**src/rtl/nn_mac_sequencer.sv**
```systemverilog
// nn_mac_sequencer: computes one neuron output, bias + sum(x[i]*w[i]),
// then an arithmetic right-shift rescale and optional ReLU. It sequences a
// shared combinational 32-bit ALU and reads x/w pairs from an operand
// buffer that has a 1-cycle read latency.
module nn_mac_sequencer #(
   parameter int ADDR_W  = 8,
   parameter bit RELU_EN = 1'b1
) (
   input  logic                     clk,
   input  logic                     rst,
   input  logic                     start,
   input  logic [ADDR_W:0]          num_inputs,
   input  logic signed [31:0]       bias,
   input  logic [4:0]               shift_amt,
   output logic                     mem_rd,
   output logic [ADDR_W-1:0]        mem_addr,
   input  logic signed [31:0]       mem_x,
   input  logic signed [31:0]       mem_w,
   output logic signed [31:0]       alu_op1,
   output logic signed [31:0]       alu_op2,
   output logic [3:0]               alu_op,
   input  logic signed [31:0]       alu_result,
   input  logic                     alu_ovf,
   input  logic                     alu_zero,
   output logic                     busy,
   output logic                     done,
   output logic signed [31:0]       result,
   output logic                     ovf,
   output logic                     zero
);

   localparam logic [3:0] OP_MULT = 4'b0110;
   localparam logic [3:0] OP_ADD  = 4'b0100;
   localparam logic [3:0] OP_SRA  = 4'b0010;

   typedef enum logic [2:0] {
      S_IDLE,
      S_FETCH,
      S_MULT,
      S_ACC,
      S_SHIFT,
      S_DONE
   } state_t;

   state_t state, state_nxt;

   logic signed [31:0] acc;
   logic signed [31:0] prod;
   logic [ADDR_W:0]    idx;
   logic [ADDR_W:0]    idx_inc;
   logic [ADDR_W:0]    n_q;
   logic [4:0]         sh_q;
   logic signed [31:0] relu_v;

   // The controller derives its own zero flag after the ReLU clamp, so the
   // ALU zero flag carries no information it needs.
   logic alu_zero_unused;
   assign alu_zero_unused = alu_zero;

   // Optional ReLU: negative rescaled values clamp to zero.
   function automatic logic signed [31:0] relu_clamp(input logic signed [31:0] v);
      if (RELU_EN && v[31]) return '0;
      return v;
   endfunction

   // idx is one bit wider than the address so a full buffer (N = 2^ADDR_W)
   // terminates without the counter aliasing back to zero.
   assign idx_inc = idx + 1'b1;
   assign relu_v  = relu_clamp(alu_result);

   // State register.
   always_ff @(posedge clk) begin
      if (rst) state <= S_IDLE;
      else     state <= state_nxt;
   end

   // Next-state decode and per-state ALU / operand-buffer drive.
   always_comb begin
      state_nxt = state;
      mem_rd    = 1'b0;
      mem_addr  = '0;
      alu_op1   = '0;
      alu_op2   = '0;
      alu_op    = OP_ADD;
      case (state)
         S_IDLE: begin
            if (start) state_nxt = (num_inputs == '0) ? S_SHIFT : S_FETCH;
         end
         S_FETCH: begin
            mem_rd    = 1'b1;
            mem_addr  = idx[ADDR_W-1:0];
            state_nxt = S_MULT;
         end
         S_MULT: begin
            alu_op1   = mem_x;
            alu_op2   = mem_w;
            alu_op    = OP_MULT;
            state_nxt = S_ACC;
         end
         S_ACC: begin
            alu_op1   = acc;
            alu_op2   = prod;
            alu_op    = OP_ADD;
            state_nxt = (idx_inc == n_q) ? S_SHIFT : S_FETCH;
         end
         S_SHIFT: begin
            alu_op1   = acc;
            alu_op2   = {27'b0, sh_q};
            alu_op    = OP_SRA;
            state_nxt = S_DONE;
         end
         S_DONE: begin
            state_nxt = S_IDLE;
         end
         default: begin
            state_nxt = S_IDLE;
         end
      endcase
   end

   // Handshake and result registers: busy/done track the state being
   // entered, ovf is sticky for one neuron, result/zero load in SHIFT.
   always_ff @(posedge clk) begin
      if (rst) begin
         busy   <= 1'b0;
         done   <= 1'b0;
         ovf    <= 1'b0;
         result <= '0;
         zero   <= 1'b0;
      end else begin
         busy <= (state_nxt != S_IDLE);
         done <= (state_nxt == S_DONE);
         case (state)
            S_IDLE: begin
               if (start) ovf <= 1'b0;
            end
            S_MULT, S_ACC: begin
               ovf <= ovf | alu_ovf;
            end
            S_SHIFT: begin
               result <= relu_v;
               zero   <= (relu_v == '0);
            end
            default: ;
         endcase
      end
   end

   // Accumulator datapath: operands latched on start, product and running
   // sum captured from the ALU at the end of MULT and ACC respectively.
   always_ff @(posedge clk) begin
      case (state)
         S_IDLE: begin
            if (start) begin
               acc  <= bias;
               n_q  <= num_inputs;
               sh_q <= shift_amt;
               idx  <= '0;
            end
         end
         S_MULT: begin
            prod <= alu_result;
         end
         S_ACC: begin
            acc <= alu_result;
            idx <= idx_inc;
         end
         default: ;
      endcase
   end

endmodule

```
**config.mk**
```make
export PLATFORM = sky130hd
export DESIGN_NAME = nn_mac_sequencer
export DESIGN_NICKNAME = d
export VERILOG_FILES = /design/src/rtl/nn_mac_sequencer.sv
export SDC_FILE = /design/constraint.sdc
export NUM_CORES = 1
export LEC_CHECK = 0
export ABC_AREA = 0
export BUFFER_PORTS_ARGS = -buffer_cell sky130_fd_sc_hd__buf_2
export CAP_MARGIN = 20
export CELL_PAD_IN_SITES_DETAIL_PLACEMENT = 1
export CELL_PAD_IN_SITES_GLOBAL_PLACEMENT = 1
export CORE_MARGIN = 1.5
export CORE_UTILIZATION = 35
export DETAILED_ROUTE_END_ITERATION = 10
export GPL_ROUTABILITY_DRIVEN = 0
export PLACE_DENSITY = 0.92
export REMOVE_ABC_BUFFERS = 1
export SLEW_MARGIN = 20
export SYNTH_ARGS = -nofsm -noshare
export SYNTH_HDL_FRONTEND = slang
export SYNTH_SLANG_ARGS = --single-unit
```
**constraint.sdc**
```tcl
create_clock -name clk -period 2.9 [get_ports clk]
set_input_delay 0.29 -clock clk [delete_from_list [all_inputs] [get_ports clk]]
set_output_delay 0.29 -clock clk [all_outputs]
set_load 0.03 [all_outputs]
```
# Word level (Yosys, flattened, before mapping)
# Index checks and enable logic that the tools add are counted.
[op_classes]
n_reduce_logical = 11
eq_ne = 7
n_mux = 18
add_sub_neg = 1
n_bitwise = 1
[ops]
columns = ["operator", "count"]
rows = [
  ["$pmux W32 S2", 2],
  ["$mux W32", 3],
  ["$pmux W32 S3", 1],
  ["$logic_not A32 Y1", 1],
  ["$pmux W9 S2", 1],
  ["$pmux W3 S5", 1],
  ["$add A9 B1 Y9 const B", 1],
  ["$eq A9 B9 Y1", 1],
  ["$logic_not A9 Y1", 1],
  ["$mux W3", 3],
  ["$mux W9", 1],
  ["$mux W8", 1],
  ["$eq A3 B2 Y1 const B", 2],
  ["$eq A3 B3 Y1 const B", 2],
  ["$pmux W3 S2", 1],
  ["$reduce_and A2 Y1", 3],
  ["$reduce_bool A2 Y1", 2],
  ["$reduce_or A2 Y1", 2],
  ["$eq A3 B1 Y1 const B", 1],
  ["$logic_not A3 Y1", 1],
  ["$mux W1", 3],
  ["$reduce_bool A3 Y1", 1],
  ["$ne A2 B2 Y1 const B", 1],
  ["$pmux W1 S2", 1],
  ["$or A1 B1 Y1", 1],
]
[totals]
output_inout_bits = 113
register_bits = 126
word_cells = 49

# Logic depth before layout (Yosys ltp)
# Gate-level depths: netlist (run 1).
[logic_depth]
depth_word = 5
depth_mapped = 7

# Worst setup path after synthesis (run 1)
# Ideal clock, no wire load.
[synth_timing]
path_type = "flip-flop to flip-flop"
startpoint = "register state[1]"
endpoint = "register acc[0], enable pin"
setup_time_ns = 0.399
arrival_time_ns = 1.909
setup_slack_ns = 0.592
path_stages_with_launch = 6
synth_period_minus_slack_ns = 2.308
path_cell_list = "dfxtp_1 -> nor2b_1 -> buf_6 -> nand2_4 -> clkbuf_1 -> nand2_1"
[synth_via]
elab_chain_len = 3
[synth_lines]
columns = ["element", "line", "text"]
rows = [
  ["start: declaration", "45", "state_t state, state_nxt;"],
  ["start signal: assignment", "74", "else state <= state_nxt;"],
  ["$eq A3 B2 Y1 / $logic_not A3 Y1 (equally long branches)", "152", "case (state)"],
  ["$reduce_bool A2 Y1 (no line) / $ne A2 B2 Y1 (equally long branches)", "-", ""],
  ["$reduce_and A2 Y1 (no line) (*)", "-", ""],
  ["end signal: assignment", "155", "acc <= bias;"],
  ["end signal: assignment", "165", "acc <= alu_result;"],
  ["end: declaration", "47", "logic signed [31:0] acc;"],
]
# Mark *: on every way between the ends. The rest lies on a longest branch, timed or not.
# A chain may end at the register's enable or synchronous reset.

# Final worst setup path (run 1)
[layout_timing]
startpoint = "register state[0]"
endpoint = "output port alu_op1[13]"
[layout_via]
elab_chain_len = 3
[layout_lines]
columns = ["element", "line", "text"]
rows = [
  ["$eq A3 B2 Y1 / $eq A3 B3 Y1 (equally long branches)", "85", "case (state)"],
  ["$reduce_or A2 Y1 (no line)", "-", ""],
  ["$pmux W32 S2 (*)", "85", ""],
  ["end: declaration", "19", "output logic signed [31:0] alu_op1,"],
]
# Marks and branches as above.

==> summary.md, run 1 <==
| Metric | Value |
|---|---|
| Dpl hpwl | `14400 um` |
| Synth Warn # | `0` |
| Row count | `46` |
| Worst Setup End Kind | `primary output` |
| Crit Path Class | `reg -> out` |
| Largest net degree at the start of global routing | `68` |
| Number of fillers in the final layout | `1847` |
| I/O Pins | `260` |
| Worst r2r src | `state[0]$_SDFF_PP0_` |
| Vias per cell | `5.15` |
| Layout Area Growth over Synthesis | `36.2%` |
| Initial core utilization | `36.1%` |
| Clk slew on worst S/H paths | `0.06 ns` |
| GRT overflow | `0` |
| Critical Path End | `alu_op1[13]` |
| Period minus WS final | `between 2 and 3 ns` |
| Ys async rst share | `0%` |
| Synth top area share | `around 45%` |
| Register bit total from synthesis | `125` |
| CTS tree | `yes` |
| Combinational Power Share | `23.0%` |
| Remaining DRCs | `0` |
| DP Cell Count | `983` |
| Mapped Area | `0.00580 mm^2` |
| Max Slew Vio Count | `0` |
| Max Clk Rate | `about 0.37 GHz` |
| VDD IR max | `0.395 mV` |
| Worst path required time | `approximately 2.6 ns` |
| Hold Crit Class | `in -> reg` |
| Clock power frac | `37.9%` |
| Crit path DAT | `2.44 ns` |
| Final Setup Violations | `0` |
| Worst slew pin tran | `0.720 ns` |
| Max clock buf depth | `2` |
| Worst setup path start | `state[0]$_SDFF_PP0_` |
| Leak pwr | `3.57 nW` |
| Die X | `between 100 and 150 um` |
| Final hold viol count | `0` |
| Sequential share of the synthesized area | `58.1%` |
| Routed len/inst | `between 15 and 20 um` |
| Post-Synthesis Cells | `539` |
| Pre-antenna DRT Iters | `5` |
| Post-DRT Antenna Nets | `0` |
| Cells along the critical path | `nor2_1 > nand2_2 > nand2_1 > buf_4 > a22o_1 > buf_2` |
| Layout Nets | `934` |
| Fin cells | `1015` |
| Setup TNS Final | `0 ns` |
| Fin worst setup slack | `0.170 ns` |
| Post-synth EDFFs | `87` |
| Reg2reg path depth | `5` |
| CTS Sinks | `125` |
| Die ar. | `0.0174 mm^2` |
| Vias in the first global route | `5599` |
| Sequential share of power | `39.1%` |
| Max Cap Viol | `0` |
| Psw | `between 1.5 and 2 mW` |
| CTS buffer count | `17` |
| First-pass GRT wire length | `about 31000 um` |
| Chip Height | `between 100 and 150 um` |
| Max incr delay on CP | `0.50 ns` |
| Outcome | `completed` |
| DRT iter0 DRCs | `between 300 and 400` |
| Unique masters post-synth | `49` |
| Core footprint | `0.0161 mm^2` |
| GRT Total Usage | `23.3%` |
| Final period util | `94.1%` |
| Syn avg cell area | `roughly 11 um^2` |
| Worst slew margin | `52.0%` |
| Dpl ws | `0.571 ns` |
| Diodes inserted | `0` |
| Top_reg_cell synth | `edfxtp_1` |
| Clk_lat worst skew | `0.42 ns` |
| Reg-to-reg setup timing slack | `0.66 ns` |
| Reg2reg end | `state[2]$_SDFF_PP0_` |
| Setup Skew | `0.00949 ns` |
| Fin util | `49.2%` |
| Vias | `5230` |
| Root Buffer | `clkbuf_16` |
| Internal | `4.01 mW` |
| Tot Pwr | `5.88 mW` |
| Crit path depth | `6` |
| Sw frac | `31.8%` |
| Maximum fanout along the worst path | `29` |
| H-tree levels | `4` |
| Post-synth top area cell | `edfxtp_1` |
| Crit path launch type | `register` |
| Initial antenna violation count | `1` |
| Share of cells above drive strength 1 | `about two fifths` |
| Port Buffers | `255` |
| Slowest CP cell | `dfxtp_1` |
| RSZ-0062 raised after global routing | `false` |
| Synth area leaders | `edfxtp_1 (45%), dfxtp_1 (13%), a22o_1 (9.1%), nand2_1 (6.9%), nor3b_1 (4.0%)` |
| DRT Wirelength | `20100 um` |
| Worst Path Buf+Inv | `2` |
| Cell family with most CP delay | `simple AND/OR/NAND/NOR gates` |
| PwrDens | `744 mW/mm^2` |
[repair_timing]
| item | 4_1_cts | 5_1_grt |
|---|---|---|
| buffers inserted | 0 | 0 |
| hold endpoints to repair | 0 | 0 |
| hold buffers | 0 | 0 |
| endpoints found under the setup margin | 0 | 7 |
| gates resized for setup | 0 | 1 |
[cell usage in the layout, fill, tap and decap left out, types with 3 or more instances in the layout]
cell	n
a21oi_1	35
a22o_1	60
a22oi_1	5
and2_1	7
and3_1	4
buf_2	255
buf_4	12
clkbuf_16	20
clkinv_4	3
conb_1	3
dfxtp_1	38
edfxtp_1	87
inv_6	5
nand2_1	105
nand3_1	4
nand4_1	3
nor2_1	45
nor2b_1	3
nor3_1	8
nor3b_1	31
nor4_1	9
o21ai_0	7
xnor2_1	8
xor2_1	5
[how the worst min path moves through the flow]
stage / endpoint / from / cells after the start
floorplan: state[0]$_SDFF_PP0_ / rst / 1
global placement: result[4]$_SDFFE_PP0N_ / result[4]$_SDFFE_PP0N_ / 2
detailed placement: result[6]$_SDFFE_PP0N_ / result[6]$_SDFFE_PP0N_ / 2
CTS: sh_q[4]$_DFFE_PP_ / shift_amt[4] / 1
global route: sh_q[4]$_DFFE_PP_ / shift_amt[4] / 1
finish: sh_q[4]$_DFFE_PP_ / shift_amt[4] / 1
[power by group through the flow]
| stage | registers [mW] | clock network, mW | logic [mW] |
|---|---|---|---|
| after global placement | 2.32 | 0 | 1.31 |
| after detailed placement | 2.34 | 0 | 1.35 |
| after global routing | 2.32 | 2.33 | 1.44 |
| after floorplan | 2.30 | 0 | 0.849 |
| after CTS | 2.30 | 2.25 | 1.36 |
| final | 2.30 | 2.23 | 1.35 |
[metrics by stage]
step | hold slack [ns] | cell area, um^2
floorplan | 0.356 | 5590
global placement | 0.462 | 7280
detailed placement | 0.469 | 7280
CTS | 0.0323 | 7900
global route | 0.0335 | 7910
finish | 0.0434 | 7910
[logic make-up after synthesis]
kind of cell / synth area share, %
compound gates: 14.8
xor+xnor: 2.78
simple gates: 20.0
buf+inv: 4.03
fa+ha+maj: 0.216
other cells: 0.0646
flops: 58.1
[area by class of cell]
class / instances / area (um^2) / area share (%)
clock inverter: 11 / 114 / 1.44
timing repair buffer: 269 / 1410 / 17.8
tap: 216 / 270 / 3.42
inverter: 2 / 7.51 / 0.0950
multi-input combinational: 371 / 2220 / 28.1
sequential: 125 / 3370 / 42.7
clock buffer: 21 / 514 / 6.50
[worst register-to-register path: stages (launching register included)]
cell     delay [ns]
dfxtp_1        0.71
nor2_1         0.22
nand2_2        0.13
buf_4          0.53
o21ai_0        0.24
a22o_1         0.30
[registers in the layout (all words and copies together), names as in the netlist, 3 cells and up]
signal	cells
state	3
acc	32
result	31
prod	32
sh_q	5
n_q	9
idx	9
[layer usage]
metal / GRT usage [%] / vias to the layer above / part of all wire, %
li1: - / 2450 / -
met1: 26.3 / 2561 / 39
met2: 42.6 / 182 / 53
met3: 5.81 / 35 / 5.6
met4: 8.46 / 2 / 2.5
met5: 0 / - / 0.065
[Yosys cell counts (all sizes together) (2+ instances only)]
cell,number
nor4,9
xnor2,8
nor3b,32
nand4,3
inv,2
o2111ai,2
edfxtp,87
and2b,2
clkbuf,14
and3,4
nor2,45
a22o,60
a22oi,5
nand3,6
a21oi,35
nand2,108
nor2b,5
and2,9
xor2,5
or4,2
buf,28
dfxtp,38
o21ai,7
nor3,9
Power figures use the tool's default switching activity.
==> run 2: changes to the inputs <==
--- a/config.mk
+++ b/config.mk
@@ -14,6 +14,7 @@
 export CORE_UTILIZATION = 35
 export DETAILED_ROUTE_END_ITERATION = 10
 export GPL_ROUTABILITY_DRIVEN = 0
+export GPL_TIMING_DRIVEN = 0
 export PLACE_DENSITY = 0.92
 export REMOVE_ABC_BUFFERS = 1
 export SLEW_MARGIN = 20
==> constraint.sdc (replaced) <==
create_clock -name clk -period 2.55 [get_ports clk]
set_input_delay 0.255 -clock clk [delete_from_list [all_inputs] [get_ports clk]]
set_output_delay 0.255 -clock clk [all_outputs]
set_load 0.03 [all_outputs]
==> run 2 against run 1 <==
Effect of this change: count of clock-buffer cells in the layout is 3 lower; clock power is 7% higher; sequential share of layout area is 0.59 points lower; flip-flop and latch count stayed put; die area stayed put; combinational power is 24% higher; worst hold slack worse by 0.026 ns; non-clock buffer count is 2 lower; cell area is 1.5% higher; via count is 2.6% higher; worst setup slack worse by 0.079 ns; largest cell class unchanged; largest power group unchanged.
==> summary.md, run 2 (synthesis gave the netlist of run 1 again) <==
| Metric | Value |
|---|---|
| Outcome | `completed` |
| Combinational Power Share | `approximately 25%` |
| Cell family with most CP delay | `simple AND/OR/NAND/NOR gates` |
| Busiest layer in global routing | `met2` |
| Hold Path Depth | `1` |
| GR Layer Usage met2 | `42.0%` |
| Row count | `46` |
| Final hold viol count | `0` |
| Most frequent cells in the layout | `buf_2 (255), nand2_1 (104), edfxtp_1 (87)` |
| Final period util | `96.4%` |
| Crit path DAT | `roughly 2.2 ns` |
| Largest net degree at the start of global routing | `45` |
| Hold Crit Start | `shift_amt[4]` |
| Cells along the critical path | `nor2_4 > nand2_8 > nand2_8 > a22o_1 > buf_2` |
| Initial core utilization | `around 36%` |
| Die ar. | `0.0174 mm^2` |
| Period minus WS final | `between 2 and 2.5 ns` |
| Max Clk Rate | `0.407 GHz` |
| Pre-antenna DRT Iters | `5` |
| Dpl hpwl | `14100 um` |
| Max Slew Vio Count | `0` |
| Fin worst setup slack | `about 0.09 ns` |
| DRT iter0 DRCs | `approximately 280` |
| Reg-to-reg setup timing slack | `0.24 ns` |
| Setup Skew | `0.00832 ns` |
| Routed len/inst | `20.7 um` |
| Worst slew margin | `47.1%` |
| CTS tree | `yes` |
| Number of fillers in the final layout | `1827` |
| Psw | `2.19 mW` |
| I/O Pins | `260` |
| Max clock buf depth | `2` |
| Crit Path Class | `reg -> out` |
| Worst path required time | `2.30 ns` |
| Die X | `132 um` |
| Layout Area Growth over Synthesis | `38.3%` |
| Worst r2r src | `state[0]$_SDFF_PP0_` |
| Clock power frac | `roughly 36%` |
| Reg2reg path depth | `6` |
| CTS Sinks | `125` |
| Post-DRT Antenna Nets | `0` |
| Worst slew pin tran | `0.793 ns` |
| Max Cap Viol | `0` |
| CTS buffer count | `17` |
| Worst Path Buf+Inv | `1` |
| WHS Endpoint | `sh_q[4]$_DFFE_PP_` |
| Remaining DRCs | `0` |
| H-tree levels | `4` |
| Slowest CP cell | `dfxtp_2` |
| Top flop regs | `acc (32), prod (32), result (31)` |
| Hold Crit Class | `in -> reg` |
| PwrDens | `832 mW/mm^2` |
| GRT Total Usage | `24.0%` |
| RSZ-0062 raised after global routing | `true` |
| Leading cell type in the layout, fill and taps excluded | `buf_2` |
| Sw frac | `roughly a third` |
| M1 GR Usage | `27.6%` |
| Setup TNS Final | `0 ns` |
| First-pass GRT wire length | `31700 um` |
| Chip Height | `132 um` |
| VDD IR max | `0.505 mV` |
| Clk slew on worst S/H paths | `about 0.060 ns` |
| Design Area, Final | `0.00803 mm^2` |
| GRT overflow | `0` |
| Internal | `4.49 mW` |
| Max incr delay on CP | `around 0.48 ns` |
| Initial antenna violation count | `1` |
| Vias in the first global route | `5542` |
| Final Setup Violations | `0` |
| Vias per cell | `5.27` |
| Sequential share of power | `39.4%` |
| Top cell by count, worst path | `nand2_8` |
| Vias | `5364` |
| Maximum fanout along the worst path | `34` |
| Worst Setup End Kind | `primary output` |
| Tot Pwr | `6.67 mW` |
| Share of cells above drive strength 1 | `40.5%` |
| DRT Wirelength | `21000 um` |
| Cell Area, Placed | `0.00727 mm^2` |
| Met3 GRT Util | `6.42%` |
| Leak pwr | `3.60 nW` |
| Reg2reg end | `state[0]$_SDFF_PP0_` |
| Crit path launch type | `register` |
| Diodes inserted | `0` |
| Core footprint | `0.0161 mm^2` |
| Layout Nets | `937` |
| Port Buffers | `255` |
| Clk_lat worst skew | `0.42 ns` |
| Root Buffer | `clkbuf_16` |
| Dpl ws | `-0.786 ns` |
[run 2: cell count changes in the layout (fill, tap and decap cells not counted), moves of 3 or more]
cell,delta
buf_4,-7
nand2_8,+4
dfxtp_1,-3
dfxtp_2,+3
[run 2: worst max-delay path by stage]
| stage | startpoint | end | slack (ns) | cells after the start |
|---|---|---|---|---|
| after floorplan | state[1]$_SDFF_PP0_ | alu_op1[0] | -2.75 | 3 |
| after global placement | state[1]$_SDFF_PP0_ | alu_op1[10] | -4.86 | 4 |
| after detailed placement | state[1]$_SDFF_PP0_ | alu_op1[13] | -0.79 | 5 |
| after CTS | state[0]$_SDFF_PP0_ | alu_op1[13] | 0.07 | 4 |
| after global routing | state[0]$_SDFF_PP0_ | mem_addr[3] | -0.002 | 3 |
| final | state[0]$_SDFF_PP0_ | alu_op1[13] | 0.09 | 5 |
[run 2: worst register-to-register path, delay by kind of cell, from the launching register on]
family	cells	cell delay, ns
flip-flops	1	0.48
AO/OA/AOI/OAI	3	0.68
AND/OR/NAND/NOR	2	0.52
buffers and inverters	1	0.52
[run 2: area by class of cell]
type                    instances  area, um^2  area share (%)
clock buffers                  18         450            5.61
clock inverters                14         130            1.62
inverters                       2        7.51          0.0935
multi-input cells             376        2330            29.1
flip-flops and latches        125        3380            42.1
well taps                     216         270            3.37
repair buffers                267        1460            18.2
[run 2: stage by stage]
step / util, % / hold slack (ns) / std cells
2_1_floorplan: - / 0.321 / 498
3_5_place_dp: 45.3 / 0.436 / 974
6_report: 50.0 / 0.0170 / 1018
4_1_cts: 49.9 / 0.000880 / 1017
3_3_place_gp: 44.4 / 0.435 / 969
5_1_grt: 50.0 / 0.00435 / 1018
[run 2: what timing repair did]
action                                  in CTS  in global routing
buffers inserted                             6                  0
endpoints found under the setup margin     122                  2
pin swaps                                    2                  1
cloned                                       4                  1
gates resized for setup                     12                  0
hold endpoints to repair                     1                  0
hold buffers                                 1                  0
[run 2: routing by layer]
| layer | vias to the layer above | share of wire [%] |
|---|---|---|
| met5 | - | 0.062 |
| met4 | 2 | 2.9 |
| met3 | 47 | 5.9 |
| met2 | 224 | 51 |
| met1 | 2619 | 40 |
| li1 | 2472 | - |
[run 2: power groups by stage]
stage	logic, mW	registers [mW]	clock network (mW)
6_report	1.67	2.63	2.38
5_1_grt	1.77	2.66	2.50
4_1_cts	1.67	2.63	2.42
3_5_place_dp	1.56	2.66	0
3_3_place_gp	1.46	2.67	0
2_1_floorplan	0.966	2.62	0
